===== src/rtl/weight_fetch.sv =====
// weight_fetch: streams one DIM x DIM weight tile from SRAM into the weight FIFO, zero-padding missing rows
module weight_fetch #(
    parameter int WIDTH      = 8,
    parameter int DIM        = 4,
    parameter int ADDR_WIDTH = 8
) (
    input  logic                  clk,
    input  logic                  reset,
    input  logic                  start,
    input  logic [ADDR_WIDTH-1:0] baseAddr,
    input  logic [ADDR_WIDTH-1:0] numRows,
    input  logic                  stall,
    output logic                  memEn,
    output logic [ADDR_WIDTH-1:0] memAddr,
    input  logic [WIDTH*DIM-1:0]  memData,
    output logic                  fifoEn,
    output logic [WIDTH*DIM-1:0]  fifoData,
    output logic                  busy,
    output logic                  done
);
    localparam int CW = $clog2(DIM + 1);
    localparam int RW = WIDTH * DIM;

    typedef enum logic [1:0] {IDLE, FETCH, DRAIN, DONE} state_t;

    state_t                state;
    logic [ADDR_WIDTH-1:0] base, addr_q;
    logic [CW-1:0]         nrows, row;
    logic                  pend, pend_zero, held;
    logic [RW-1:0]         hold, ret_data;
    logic                  issue, real_row, push;

    // At most one slot is in flight, so a returning row and a held row never coexist.
    always_comb begin
        issue    = state == FETCH && !stall;
        real_row = row < nrows;
        memEn    = issue && real_row;
        memAddr  = memEn ? base + ADDR_WIDTH'(row) : addr_q;
        ret_data = pend_zero ? '0 : memData;
        push     = !stall && (held || pend);
        fifoEn   = push;
        fifoData = !push ? '0 : held ? hold : ret_data;
        busy     = state != IDLE;
        done     = state == DONE;
    end

    always_ff @(posedge clk) begin
        if (reset) begin
            state     <= IDLE;
            base      <= '0;
            addr_q    <= '0;
            nrows     <= '0;
            row       <= '0;
            pend      <= 1'b0;
            pend_zero <= 1'b0;
            held      <= 1'b0;
            hold      <= '0;
        end else begin
            addr_q    <= memAddr;
            pend      <= issue;
            pend_zero <= issue && !real_row;
            if (pend && stall) begin
                held <= 1'b1;
                hold <= ret_data;
            end else if (held && !stall) begin
                held <= 1'b0;
                hold <= '0;
            end
            case (state)
                IDLE: if (start) begin
                    base  <= baseAddr;
                    nrows <= (numRows > ADDR_WIDTH'(DIM)) ? CW'(DIM) : numRows[CW-1:0];
                    row   <= '0;
                    state <= FETCH;
                end
                FETCH: if (issue) begin
                    row <= row + CW'(1);
                    if (row == CW'(DIM - 1)) state <= DRAIN;
                end
                DRAIN: if (push) state <= DONE;
                default: state <= IDLE;
            endcase
        end
    end
endmodule


===== config.mk =====
export PLATFORM = sky130hd
export DESIGN_NAME = weight_fetch
export DESIGN_NICKNAME = d
export VERILOG_FILES = /design/src/rtl/weight_fetch.sv
export SDC_FILE = /design/constraint.sdc
export NUM_CORES = 1
export LEC_CHECK = 0
export BUFFER_PORTS_ARGS = -buffer_cell sky130_fd_sc_hd__buf_2
export CORE_MARGIN = 1
export CORE_UTILIZATION = 51
export DETAILED_ROUTE_END_ITERATION = 16
export PLACE_DENSITY = 0.91
export SYNTH_ARGS = -nofsm -noshare
export SYNTH_HDL_FRONTEND = slang
export SYNTH_SLANG_ARGS = --single-unit
export TNS_END_PERCENT = 30

===== constraint.sdc =====
create_clock -name clk -period 2 [get_ports clk]
set_input_delay 0.3 -clock clk [delete_from_list [all_inputs] [get_ports clk]]
set_output_delay 0.3 -clock clk [all_outputs]
set_load 0.01 [all_outputs]

Word level (Yosys, flattened, before mapping). Cells that the tools add are included.

Bits in registers: 59. Bits of input ports: 52. Output and inout bits: 44. Logic and storage cells: 54.

Add/sub/neg operators: 2. $lt $le $gt $ge: 2. Equal/unequal tests: 8. Multiplexer cells: 17. Reduce and logical (&&, ||, !) cells: 16.

Operator list (count): $mux 32 (5); $mux 3 (3); $add 8x3->8 (1); $gt 8x3->1 const B (1); $mux 2 (4); $mux 8 (1); $logic_and 1x1->1 (6); $ne 2x2->1 const B (3); $pmux 2 s3 (1); $pmux 3 s2 (1); $reduce_bool 2->1 (3); $eq 2x2->1 const B (2); $reduce_and 4->1 (1); $add 3x1->3 const B (1); $eq 3x2->1 const B (1); $lt 3x3->1 (1); $reduce_and 3->1 (1); $eq 2x1->1 const B (1); $logic_not 1->1 (2); $logic_not 2->1 (1); $mux 1 (2); $ne 2x1->1 const B (1); $reduce_and 2->1 (1); $logic_or 1x1->1 (1).

Depth between registers and ports, before layout. Gate-level depths: netlist of the first run.

Depth after elaboration: 4. Gate-level depth with buffers: 8. Depth with buffers taken out: 7.

Worst setup path after synthesis of the first run. OpenSTA, ideal clock, no wires.

Path kind: register -> output. Start: register row[0]. End: output port memAddr[6]. Data arrival time: 1642 ps. Required time: 1700 ps. Slack: 58 ps. Stages on the path, launching flop included: 8. Buffers on the path: 0. Path through: dfxtp_1 -> ha_1 -> inv_1 -> fa_1 -> nor2b_1 -> o2111ai_1 -> xor2_1 -> a21oi_1.

Word-level cells in the longest chain between the ends: 3.

RTL lines: start: declaration (RTL line 28) `logic [CW-1:0] nrows, row;`; start signal: assignment (RTL line 77) `row <= row + CW'(1);`; branches (longest 2 deep; another with $add 8x3->8); $mux 8 * (RTL line 38) `memAddr = memEn ? base + ADDR_WIDTH'(row) : addr_q;`; end: declaration (RTL line 14) `output logic [ADDR_WIDTH-1:0] memAddr,`.

Every way passes the cells marked *.

Final worst setup path of the first run. Same ends and word-level chain as after synthesis.

==> out/results.ini, run 1 <==
[power]
total_power_mw=3.52
p_leak_nw=1.82
ir_worst_vdd_mv=0.653
powerDensity_nw_per_um2=861

[detailed_routing]
ant_nets=0
wl_met3_microns=420
routedWlPerCell_microns=15.3
viasPerCell=5.75
wl_met1_microns=3600
drc=0
wl_met2_microns=4340
wl_microns=8680
dr.max_layer_used=met4
vias=3263
drt_iter0_drc=216
firstDrtPassIters=5

[synthesis]
syn_area_per_cell_sq_um=8.08
netlist_instances=384
ys_seq_area_share_pct=38.1
synthTopCellsByArea=dfxtp_1 (38%), nor2_1 (9.9%), a32oi_1 (9.0%), nor3b_1 (7.7%), a21oi_1 (7.4%)
ys.flop_type=dfxtp_1
synthTopCellsByCount=nor2_1 (82), dfxtp_1 (59), a21oi_1 (46), a32oi_1 (32), nor3b_1 (32)
synthDistinctLibCells=42
async_flop_share_pct=0
synthesis.area_sq_um=3100
ys_ff_latch=59
yosysMostFrequentCell=nor2_1
synth_top_cell_by_area=dfxtp_1
synth_warnings=0
yosysTopAreaCellShare_pct=38.1
synth_fp_nets=449
synth-edff-count=0

[hold_path]
hold_path.class=in -> reg

[final_layout]
final_area_sq_um=4090
area_growth_syn_to_layout_pct=31.9
drive_gt1_share_pct=35.8
antenna_cells=0
postLayoutCoreUtil_pct=69.5
nets=552

[timing]
rsz0062_at_grt=true
fmax_ghz=0.400
drv_slew=0
setup_viol=9
hold_viol_final=0
worst_slack_ns=-0.501
maxSlewHeadroom_pct=70.9
worstMarginPinSlew_ns=0.436
post-route-period-util_pct=125
period_minus_slack_ns=2.50
finalClockSkew_ns=0.0112

[critical_path]
cp_max_fo=2
cp.arrival_ns=2.20
slowest_stage=fa_2
endpoint_kind=primary output
start_kind=flop
cp_cell_sequence=ha_2 > inv_1 > fa_2 > nor2b_2 > o2111ai_1 > xor2_1 > a21oi_1 > buf_2
crit_required_ns=1.70
path_class=reg -> out
slowest_delay_ns=0.35

[floorplanning]
start_util_pct=52.7
core-area_sq_um=5890
ios=96
die_h_microns=80
die_area_sq_um=6400
rows=28
die_w_microns=80

[clocking]
cts_buffers=9
clk_pin_slew_ns=0.06
cts_hold_buffers=0
htreeDepth=3
cts_sinks=59
clock_latency_ns=0.34
clockRootBuffer=clkbuf_8
cts_tree=yes
clockBufferDepth=2

[outcome]
status=complete, but fails checks
violations=setup timing

[placement]
postPlaceCellArea_sq_um=3730
place_ws_ns=-0.0601
place_congestion=0.865
port-buffer-count=95
dpl.hpwl_microns=5410

[run]
maxCapViolCount=0

[global_routing]
grt_pass1_wl_microns=13200
grt_pass1_vias=3017
antenna_found_initial=0
track_usage_pct=26.3
grt_overflow=0
grt_max_degree=61

timing repair:
action	CTS	global route
setup buffers	3	5
pin swaps	3	9
setup endpoints to repair	9	9
endpoints found under the hold margin	0	0
resized for setup	14	17
gates cloned	1	0
area by class of cell:
type,instances,area (sq um)
clock inverters,6,55.1
clock buffers,10,138
flip-flops and latches,59,1190
well taps,75,93.8
repair buffers,125,756
inverters,14,57.6
fillers,427,1790
multi-input cells,278,1800
critical path, delay by kind of cell (launching register included):
kind	cells	cell delay [ns]
buffers and inverters	2	0.22
adders and majority gates	2	0.53
DFF	1	0.33
AOI/OAI and AO/OA	2	0.36
and+or+nand+nor	1	0.18
xor gates and xnor gates	1	0.24
cell usage in the layout, fill, tap and decap left out, types with 3 or more instances in the layout:
cell      count
a211oi_1      3
a21oi_1      45
a32oi_1      32
and2_1        3
buf_2        92
buf_4        25
buf_6         6
clkbuf_8     10
clkinv_2      5
dfxtp_1      51
dfxtp_2       8
ha_1          8
ha_2          3
inv_1        11
mux2_4        3
mux2i_1       4
nand2_1      21
nand2b_1      4
nor2_1       80
nor2b_1       3
nor3_1        3
nor3b_1      32
xor2_1        3
registers in the layout, summed over array words and instances, names as in the netlist:
register and cells:
pend 1, pend_zero 1, addr_q 8, held 1, state 2, hold 32
row 3, nrows 3, base 8
report_power, final:
group,total [mW],internal [mW],switching (mW)
Clock,1.06,0.597,0.461
Combinational,1.11,0.494,0.612
Sequential,1.36,1.28,0.0816
Total,3.52,2.37,1.15
path summary, 6_finish.rpt:
check / start / end / slack, ns / cells after the start
setup reg to reg: row[0] / addr_q[6] / 0.03 / 8
setup / recovery: row[0] / memAddr[6] / -0.50 / 8
hold / removal: baseAddr[5] / base[5] / 0.20 / 3
hold reg to reg: base[0] / base[0] / 0.47 / 2
logic make-up after synthesis:
logic type                 Yosys count  synth area share (%)
AOI/OAI and AO/OA                   94                  21.1
xor gates and xnor gates             5                  1.41
adders and majority gates           13                  5.48
buffers and inverters               47                  6.21
DFF                                 59                  38.1
muxes                                8                  2.86
and+or+nand+nor                    158                  24.8
routing by layer:
metal  vias to the layer above  global-route usage, %
met5                         -                      0
met4                         0                   14.1
met3                        34                   4.91
met2                       127                   44.2
met1                      1538                   31.5
li1                       1564                      -
stage by stage:
stage | std cells | setup TNS, ns | hold slack [ns]
finish | 567 | -2.85 | 0.200
floorplan | 384 | 0 | 0.436
CTS | 562 | -2.66 | 0.201
detailed placement | 542 | -0.172 | 0.461
global route | 567 | -3.39 | 0.205
global placement | 542 | 0 | 0.453
Note: power is estimated with default switching activity, not from simulation.
==> run 2: changes to the inputs <==
--- a/config.mk
+++ b/config.mk
@@ -5,6 +5,7 @@
 export SDC_FILE = /design/constraint.sdc
 export NUM_CORES = 1
 export LEC_CHECK = 0
+export ABC_AREA = 1
 export BUFFER_PORTS_ARGS = -buffer_cell sky130_fd_sc_hd__buf_2
 export CORE_MARGIN = 1
 export CORE_UTILIZATION = 51
==> run 2 against run 1 <==
  * The flow still finishes with violations (setup timing)
  * Maximum frequency is 6.9% higher
  * Via count is 12% higher
  * Synthesized cell count is 21% higher
  * Cell area is 5.4% higher
  * Die area hardly changed
  * Sequential power is 5% higher
  * Register-to-register slack worse by 0.29 ns
  * Critical endpoint is now memAddr[2]
==> out/results.ini, run 2 <==
[detailed_routing]
wl_met3_microns=785  ; +87%
firstDrtPassIters=5  ; unchanged
drc=0  ; unchanged
vias=3662  ; +12%
wl_met1_microns=3980  ; +10%
ant_nets=0  ; unchanged
wl_met2_microns=4800  ; +11%
wl_microns=9890  ; +14%
drt_iter0_drc=363  ; +68%
dr.max_layer_used=met4
routedWlPerCell_microns=15.0  ; -2.2%
viasPerCell=5.54  ; -3.7%

[global_routing]
antenna_found_initial=0  ; unchanged
track_usage_pct=28.1  ; +1.8 points
grt_pass1_vias=3175  ; +5.2%
grt_overflow=0  ; unchanged
grt_pass1_wl_microns=14000  ; +6.2%
grt_max_degree=43  ; -30%

[synthesis]
synth_top_cell_by_area=dfxtp_1
synthTopCellsByCount=a21oi_1 (76), nand2_1 (74), nor2_1 (60), dfxtp_1 (59), o21ai_0 (47)
syn_area_per_cell_sq_um=6.68  ; -17%
yosysMostFrequentCell=a21oi_1
ys_seq_area_share_pct=38.0  ; about the same
netlist_instances=465  ; +21%
ys_ff_latch=59  ; unchanged
yosysTopAreaCellShare_pct=38.0  ; about the same
ys.flop_type=dfxtp_1
synthTopCellsByArea=dfxtp_1 (38%), a21oi_1 (12%), nand2_1 (8.9%), o21ai_0 (7.6%), nand3_1 (7.3%)
synth_warnings=0  ; unchanged
async_flop_share_pct=0  ; unchanged
synthesis.area_sq_um=3110  ; about the same
synth-edff-count=0  ; unchanged
synthDistinctLibCells=24  ; -43%
synth_fp_nets=530  ; +18%

[final_layout]
antenna_cells=0  ; unchanged
nets=648  ; +17%
area_growth_syn_to_layout_pct=38.8
fin_cells=661  ; +17%
mostFrequentLayoutCell=buf_2
largest_reg_flops=32  ; unchanged
reg_top3=hold: 32 flops, addr_q: 8 flops, base: 8 flops
drive_gt1_share_pct=35.0  ; -0.79 points
largest_register=hold
final_cell_mix=buf_2 (94), a21oi_1 (75), nor2_1 (59), nand2_1 (59), dfxtp_1 (52)

[outcome]
status=complete, but fails checks
violations=setup timing

[hold_path]
hold_path.class=in -> reg
hold_end=nrows[1]
hold_depth=3  ; unchanged
hold_start=numRows[1]

[clocking]
cts_hold_buffers=0  ; unchanged
clockRootBuffer=clkbuf_8
clk_pin_slew_ns=0.07  ; about the same
clock_latency_ns=0.34  ; about the same
htreeDepth=3  ; unchanged
cts_sinks=59  ; unchanged
clockBufferDepth=2  ; unchanged
cts_tree=yes
cts_buffers=9  ; unchanged

[critical_path]
r2r_setup_slack_ns=-0.26  ; -0.29 ns
path_buf_inv=5  ; +3
cp.arrival_ns=2.04  ; -0.16 ns
slowest_stage=dfxtp_2
r2r_end=addr_q[7]
crit_required_ns=1.70  ; about the same
path_class=reg -> out
reg2reg_from=row[1]
cp_cell_sequence=ha_4 > inv_2 > fa_2 > buf_4 > buf_4 > nand2_1 > nand2_1 > nand2_2 > o21ai_2 > inv_1 > buf_2
crit_family=buffers and inverters
cp_max_fo=2  ; unchanged
slowest_delay_ns=0.36  ; about the same
start_kind=flop
r2r_cells=14  ; +6
endpoint_kind=primary output

[placement]
dp.cells=616  ; +14%
place_congestion=0.826  ; -4.4%
place_ws_ns=0.0260  ; +0.0861 ns
dpl.hpwl_microns=5170  ; -4.5%
port-buffer-count=95  ; unchanged

[timing]
setup_viol=9  ; unchanged
finalClockSkew_ns=0.00907  ; -0.00209 ns
maxSlewHeadroom_pct=69.1  ; -1.8 points
fmax_ghz=0.428  ; +6.9%
worstMarginPinSlew_ns=0.463  ; +0.0266 ns
drv_slew=0  ; unchanged
worst_slack_ns=-0.339  ; +0.162 ns
fin_setup_tns_ns=-1.98  ; +0.867 ns
whs_ns=0.219  ; +0.0189 ns
post-route-period-util_pct=117  ; -8.1 points
period_minus_slack_ns=2.34  ; -0.162 ns
hold_viol_final=0  ; unchanged
rsz0062_at_grt=true

[floorplanning]
rows=28  ; unchanged
die_area_sq_um=6410  ; about the same
ios=96  ; unchanged
core-area_sq_um=5890  ; unchanged
die_w_microns=80.0  ; about the same
die_h_microns=80.0  ; about the same
start_util_pct=52.8  ; about the same

[power]
ir_worst_vdd_mv=0.802  ; +23%
powerDensity_nw_per_um2=891  ; +3.4%
total_power_mw=3.84  ; +9.0%
p_leak_nw=1.98  ; +9.0%

[run]
maxCapViolCount=0  ; unchanged

[run 2: changes by cell type in the layout (fill, tap and decap cells not counted), moves of 30 or more]
cell / change
nor3b_1: -32
a32oi_1: -32
nand3_1: +38
o21ai_0: +38
a21oi_1: +30
nand2_1: +38
[run 2: layout make-up]
| cell class | count | area (sq um) |
|---|---|---|
| Clock inverter | 2 | 12.5 |
| Sequential cell | 59 | 1200 |
| Timing Repair Buffer | 136 | 882 |
| Timing Repair inverter | 1 | 7.51 |
| Fill cell | 430 | 1570 |
| Tap cell | 75 | 93.8 |
| Multi-Input combinational cell | 333 | 1800 |
| Inverter | 43 | 165 |
| Clock buffer | 12 | 155 |
[run 2: per-stage QoR]
step	utilization [%]	instance area, sq um
2_1_floorplan	-	3110
3_3_place_gp	61.7	3630
3_5_place_dp	61.7	3630
4_1_cts	69.3	4080
5_1_grt	73.3	4310
6_report	73.3	4310
[run 2: how the worst max path moves through the flow]
stage                        from          to  slack (ns)  cells after the start
after floorplan            row[0]  memAddr[6]        0.20                     11
after global placement    base[0]  memAddr[6]        0.10                     12
after detailed placement  base[0]  memAddr[6]        0.03                     12
after CTS                  row[0]  memAddr[6]       -0.15                     13
after global routing      base[0]  memAddr[2]       -0.44                     11
final                     base[0]  memAddr[2]       -0.34                     11
[run 2: timing repair]
item / CTS / global route
setup buffers: 16 / 10
endpoints found under the setup margin: 38 / 42
gates resized for setup: 45 / 32
pin swaps: 15 / 12
cloned: 2 / 3
[run 2: cells by family (layout without fill, tap and decap cells)]
logic type,after synthesis,after routing,share of synthesized area (%)
AND/OR/NAND/NOR,189,189,25.5
AO/OA/AOI/OAI,131,131,21.4
buffers and inverters,73,194,9.63
flip-flops,59,59,38.0
adder cells (fa/ha/maj),13,13,5.48
[run 2: worst reg2reg max path, cell delays in order (launching register included)]
cell	delay, ns
dfxtp_4	0.37
buf_4	0.14
ha_1	0.32
nand3_2	0.11
nand3_2	0.08
nand3_1	0.13
nand3_2	0.13
nand2_1	0.08
buf_4	0.14
buf_4	0.12
buf_4	0.12
buf_4	0.14
buf_4	0.14
buf_4	0.12
nor2_1	0.06
[run 2: where the power goes]
group / leakage, nW / switching [mW] / internal (mW)
combinational: 1.41 / 0.853 / 0.601
sequential: 0.483 / 0.114 / 1.32
clock: 0.0843 / 0.453 / 0.501
[run 2: layer usage]
metal	GRT usage, %	vias to the layer above
li1	-	1773
met1	33.1	1629
met2	48.1	224
met3	6.29	36
met4	13.4	0
met5	0	-
